`src/rtl/dht22_reader.sv`:
```
// DHT22/AM2302 single-wire reader: triggered or periodic reads, per-phase
// timeouts, MSB-first capture and checksum-qualified registered outputs.
module dht22_reader #(
  parameter int unsigned CLK_HZ         = 100_000_000,
  parameter int unsigned START_LOW_US   = 1000,
  parameter int unsigned BIT_THRESH_US  = 50,
  parameter int unsigned TIMEOUT_US     = 200,
  parameter int unsigned AUTO_PERIOD_MS = 2000,
  parameter int unsigned SYNC_STAGES    = 2
) (
  input  logic        CLK100MHZ,
  input  logic        CPU_RESETN,
  input  logic        start,
  input  logic        dht_in,
  output logic        dht_oe,
  output logic        busy,
  output logic        valid,
  output logic        checksum_err,
  output logic        timeout_err,
  output logic [15:0] humidity,
  output logic [15:0] temperature,
  output logic [39:0] raw_data
);

  localparam int unsigned START_CYC = CLK_HZ / 1_000_000 * START_LOW_US;
  localparam int unsigned THR_CYC   = CLK_HZ / 1_000_000 * BIT_THRESH_US;
  localparam int unsigned TO_CYC    = CLK_HZ / 1_000_000 * TIMEOUT_US;
  localparam int unsigned PER_CYC   = CLK_HZ / 1_000 * AUTO_PERIOD_MS;

  localparam logic [31:0] START_M1 = 32'(START_CYC - 1);
  localparam logic [31:0] TO_M1    = 32'(TO_CYC - 1);
  localparam logic [31:0] PER_M1   = 32'(PER_CYC - 1);
  localparam logic [31:0] THR_C    = 32'(THR_CYC);
  localparam bit          AUTO_EN  = (AUTO_PERIOD_MS != 0);

  typedef enum logic [2:0] {
    IDLE,
    START_LOW,
    RELEASE,
    ACK_LOW,
    ACK_HIGH,
    BIT_LOW,
    BIT_HIGH,
    CHECK
  } state_e;

  state_e state_q, state_d;

  logic [SYNC_STAGES-1:0] sync_q;
  logic        dht_s;
  logic [31:0] cnt_q, cnt_d;
  logic [31:0] per_q, per_d;
  logic [5:0]  idx_q, idx_d;
  logic [39:0] shreg_q, shreg_d;
  logic        valid_q, valid_d;
  logic        cerr_q, cerr_d;
  logic        terr_q, terr_d;
  logic [15:0] hum_q, hum_d;
  logic [15:0] tmp_q, tmp_d;
  logic [39:0] raw_q, raw_d;

  logic        per_hit;
  logic        to_hit;
  logic        last_bit;
  logic        waiting;
  logic        shift_en;
  logic        sum_ok;
  logic [7:0]  sum8;

  always_ff @(posedge CLK100MHZ or negedge CPU_RESETN) begin
    if (!CPU_RESETN) begin
      sync_q <= '1;
    end else begin
      sync_q <= {sync_q[SYNC_STAGES-2:0], dht_in};
    end
  end

  assign dht_s    = sync_q[SYNC_STAGES-1];
  assign per_hit  = AUTO_EN && (per_q == PER_M1);
  assign to_hit   = (cnt_q == TO_M1);
  assign last_bit = (idx_q == 6'd39);

  always_ff @(posedge CLK100MHZ or negedge CPU_RESETN) begin
    if (!CPU_RESETN) begin
      state_q <= IDLE;
    end else begin
      state_q <= state_d;
    end
  end

  always_comb begin
    state_d = state_q;
    unique case (state_q)
      IDLE: begin
        if (start || per_hit) state_d = START_LOW;
      end
      START_LOW: begin
        if (cnt_q == START_M1) state_d = RELEASE;
      end
      RELEASE: begin
        if (!dht_s)      state_d = ACK_LOW;
        else if (to_hit) state_d = IDLE;
      end
      ACK_LOW: begin
        if (dht_s)       state_d = ACK_HIGH;
        else if (to_hit) state_d = IDLE;
      end
      ACK_HIGH: begin
        if (!dht_s)      state_d = BIT_LOW;
        else if (to_hit) state_d = IDLE;
      end
      BIT_LOW: begin
        if (dht_s)       state_d = BIT_HIGH;
        else if (to_hit) state_d = IDLE;
      end
      BIT_HIGH: begin
        if (!dht_s)      state_d = last_bit ? CHECK : BIT_LOW;
        else if (to_hit) state_d = IDLE;
      end
      CHECK: begin
        state_d = IDLE;
      end
      default: begin
        state_d = IDLE;
      end
    endcase
  end

  always_comb begin
    dht_oe   = (state_q == START_LOW);
    busy     = (state_q != IDLE);
    waiting  = state_q inside {RELEASE, ACK_LOW, ACK_HIGH, BIT_LOW, BIT_HIGH};
    shift_en = (state_q == BIT_HIGH) && !dht_s;
    sum8     = shreg_q[39:32] + shreg_q[31:24] + shreg_q[23:16] + shreg_q[15:8];
    sum_ok   = (sum8 == shreg_q[7:0]);
  end

  always_comb begin
    cnt_d = (state_d != state_q || state_q == IDLE) ? '0 : cnt_q + 32'd1;
    per_d = (AUTO_EN && state_q == IDLE && state_d == IDLE) ? per_q + 32'd1 : '0;
    idx_d   = idx_q;
    shreg_d = shreg_q;
    if (state_q == ACK_HIGH) idx_d = '0;
    // cnt trails the high time by one cycle, so >= means high time > threshold
    if (shift_en) begin
      idx_d   = idx_q + 6'd1;
      shreg_d = {shreg_q[38:0], cnt_q >= THR_C};
    end
    valid_d = (state_q == CHECK) && sum_ok;
    cerr_d  = (state_q == CHECK) && !sum_ok;
    terr_d  = waiting && (state_d == IDLE);
    raw_d   = (state_q == CHECK) ? shreg_q : raw_q;
    hum_d   = valid_d ? shreg_q[39:24] : hum_q;
    tmp_d   = valid_d ? shreg_q[23:8] : tmp_q;
  end

  always_ff @(posedge CLK100MHZ or negedge CPU_RESETN) begin
    if (!CPU_RESETN) begin
      cnt_q   <= '0;
      per_q   <= '0;
      idx_q   <= '0;
      shreg_q <= '0;
      valid_q <= 1'b0;
      cerr_q  <= 1'b0;
      terr_q  <= 1'b0;
      hum_q   <= '0;
      tmp_q   <= '0;
      raw_q   <= '0;
    end else begin
      cnt_q   <= cnt_d;
      per_q   <= per_d;
      idx_q   <= idx_d;
      shreg_q <= shreg_d;
      valid_q <= valid_d;
      cerr_q  <= cerr_d;
      terr_q  <= terr_d;
      hum_q   <= hum_d;
      tmp_q   <= tmp_d;
      raw_q   <= raw_d;
    end
  end

  assign valid        = valid_q;
  assign checksum_err = cerr_q;
  assign timeout_err  = terr_q;
  assign humidity     = hum_q;
  assign temperature  = tmp_q;
  assign raw_data     = raw_q;

endmodule
```
`config.mk`:
```
export PLATFORM = sky130hd
export DESIGN_NAME = dht22_reader
export DESIGN_NICKNAME = d
export VERILOG_FILES = /design/src/rtl/dht22_reader.sv
export SDC_FILE = /design/constraint.sdc
export NUM_CORES = 1
export LEC_CHECK = 0
export BUFFER_PORTS_ARGS = -buffer_cell sky130_fd_sc_hd__buf_2
export CAP_MARGIN = 10
export CORE_ASPECT_RATIO = 2
export CORE_MARGIN = 1.5
export CORE_UTILIZATION = 60
export DETAILED_ROUTE_END_ITERATION = 16
export GPL_TIMING_DRIVEN = 0
export PLACE_DENSITY = 0.79
export SLEW_MARGIN = 20
export SYNTH_ARGS = -nofsm -noshare
export SYNTH_HDL_FRONTEND = slang
export SYNTH_SLANG_ARGS = --single-unit
```
`constraint.sdc`:
```
create_clock -name CLK100MHZ -period 10.9 [get_ports CLK100MHZ]
set_clock_uncertainty 0.2 [all_clocks]
set_input_delay 0 -clock CLK100MHZ [delete_from_list [all_inputs] [get_ports CLK100MHZ]]
set_output_delay 0 -clock CLK100MHZ [all_outputs]
set_load 0.01 [all_outputs]
```
==> metrics.txt <==
outcome=finished clean; setup ws final=6.37 ns; Routed Antenna Nets=0; sequential share of the synthesized area=0.544; Ant. Diodes=0; GRT Overall Usage=0.255; final hold violations=0; post-synth top area share=0.538; Static Leak=5.10 nW; cells after synthesis=800; Initial Utilization=0.613; final wirelength=18.0 mm; die area=15300 um2; max frequency=221 MHz; worst-skew pair later-pin latency=0.43 ns; VDD IR max=0.108 mV; I/O Buffers=80; routed len/inst=16.2 um; Power Density=136 nW/um2; Clock Tree Buf Depth=2; largest net degree at the start of global routing=83; # clock sinks=190; Slew HR=0.321; antenna violations before repair=0; multi-input logic area=3750 um2; FF-to-FF End=humidity[6]; fraction of registers with async set/reset=1.00; die width=88.4 um; number of synthesized register bits=190; R2R depth=12; Die Height=174 um; WHS=0.167 ns; Post-synth top cells=dfrtp_1 (188), nand2_1 (140), nor2_1 (88); Critical Path RT=11.01 ns; vias in the first global route=6102; final setup violating endpoints=0; Filler cells=1113; crit-path cells=fa_1 > inv_1 > fa_1 > inv_1 > ha_1 > fa_1 > xor2_1 > nor4_1 > nand3_1 > nor4_4 > buf_4 > mux2_2; total clock buffers created by CTS=17; Placement Setup Slack=6.37 ns; CP max stage cell=fa_1; # IOs=81; CTS H-tree lvls=4; Final period util=0.416; syn avg cell area=10.9 um2; register area=4760 um2; fin crit period=4.53 ns; Yosys top cell by area=dfrtp_1; TNS Setup=0 ns; Crit Path Category=register to register; # DRC=0; CP max FO=10; hold depth=0; via count=6114; clk slew on worst S/H paths=0.08 ns; Hold Crit Class=register to register; 1st-iter DRT viols=317; CTS tree=yes; first-pass GRT wire length=30.1 mm; 1st-pass router iterations=5; gr ovfl total=0; Synth Cell Area=8740 um2; RSZ-0062 raised after global routing=false; count leader, synth=dfrtp_1; number of flops mapped to enable cells by yosys=0; fraction of layout cells with a size suffix above 1=0.216; Distinct cells, synth=51; post-synth net total=829; worst reg-to-reg setup slack=6.37 ns; most frequent CP cell=fa_1; Least-Margin Pin Slew=1.01 ns; Max Slew Vio Count=0; hold worst-path end=sync_q[1]; reg2reg start=shreg_q[9]; Final Util=0.706; Startpoint Class=register; post-layout net count=936; Root Driver=clkbuf_16; DP HPWL=12.8 mm; Worst path max stage delay=0.56 ns; dominant synthesized flop cell=dfrtp_1; worst hold path startpoint=sync_q[0]; Area Growth Syn to Fin=15.3%; Yosys warning count=0; CP Data Arrival Time=4.65 ns; Synth area leaders=dfrtp_1 (54%), mux2_2 (8.4%), nand2_1 (6.0%); routability-driven placement congestion ratio=0.836; Crit. End Element=register; Core Area=14300 um2; number of setup buffers added after CTS=0; FP Rows=62; Via density=5.50; Max Cap Violations=0
==> worst max-delay path by stage <==
stage | start | end | slack [ns]
2_1_floorplan | shreg_q[9] | humidity[10] | 6.87
3_3_place_gp | shreg_q[9] | humidity[12] | 6.42
3_5_place_dp | shreg_q[9] | humidity[6] | 6.37
4_1_cts | shreg_q[9] | humidity[6] | 6.33
5_1_grt | shreg_q[9] | humidity[5] | 6.15
6_report | shreg_q[9] | humidity[6] | 6.37
==> metrics by stage <==
step	std cells	total power, mW	instance area [um2]
final	1112	1.37	10100
after global routing	1112	1.42	10100
after CTS	1112	1.38	10100
after detailed placement	1074	0.795	9460
after global placement	1072	0.791	9380
after floorplan	800	0.770	8740
==> flip-flops by register name, indices dropped and copies added, names as in the netlist, 2 cells and up <==
signal	cells
state_q	3
temperature	16
humidity	16
raw_data	40
idx_q	6
per_q	32
sync_q	2
shreg_q	40
cnt_q	32
==> logic make-up after synthesis <==
family	after synthesis	synth area share
AOI/OAI and AO/OA	53	0.0376
adders and majority gates	25	0.0478
buffers and inverters	52	0.0272
xor gates and xnor gates	79	0.0791
muxes	70	0.0897
DFF	190	0.544
and+or+nand+nor	331	0.174
==> worst max-delay path, delay by kind of cell (launching register included) <==
kind          cells  cell delay [ns]
xor+xnor          1             0.17
simple gates      3             1.08
mux               1             0.35
flops             1             0.47
buf+inv           3             0.39
fa+ha+maj         4             1.74
==> where the power goes <==
group | total, mW | internal [mW] | switching (mW)
Combinational | 0.0474 | 0.0193 | 0.0281
Sequential | 0.736 | 0.718 | 0.0179
Clock | 0.587 | 0.300 | 0.287
Total | 1.37 | 1.04 | 0.333
==> per-layer routing <==
| metal | track usage | share of wire | vias up |
|---|---|---|---|
| met5 | 0 | 0 | - |
| met4 | 0.0944 | 0.026 | 0 |
| met3 | 0.0390 | 0.028 | 29 |
| met2 | 0.447 | 0.55 | 128 |
| met1 | 0.309 | 0.39 | 3049 |
| li1 | - | - | 2908 |
==> cell type report <==
| class | instances | share of cell area |
|---|---|---|
| flip-flops and latches | 190 | 0.472 |
| well taps | 192 | 0.0238 |
| clock inverters | 15 | 0.0129 |
| plain buffers | 31 | 0.0158 |
| inverters | 21 | 0.00782 |
| repair buffers | 88 | 0.0531 |
| multi-input cells | 558 | 0.372 |
| clock buffers | 17 | 0.0422 |
==> cell usage in the layout, fill, tap and decap left out, types with 3 or more instances in the layout <==
cell	instances
a21oi_1	9
a31oi_1	4
and2_1	3
and3_1	10
and4_1	6
buf_2	80
buf_6	5
clkbuf_1	22
clkbuf_16	17
clkinv_4	4
clkinvlp_4	3
dfrtp_1	188
dlygate4sd3_1	5
fa_1	14
ha_1	11
inv_1	21
inv_8	4
mux2_2	65
mux2i_1	3
nand2_1	140
nand2b_1	3
nand3_1	27
nand4_1	18
nor2_1	88
nor3_1	12
nor4_1	8
nor4_2	3
o21ai_0	26
xnor2_1	30
xor2_1	49
==> repair_timing <==
item	4_1_cts	5_1_grt
setup endpoints to repair	0	0
hold buffers	6	0
resized for setup	0	0
endpoints found under the hold margin	196	0
Power figures use the tool's default switching activity.
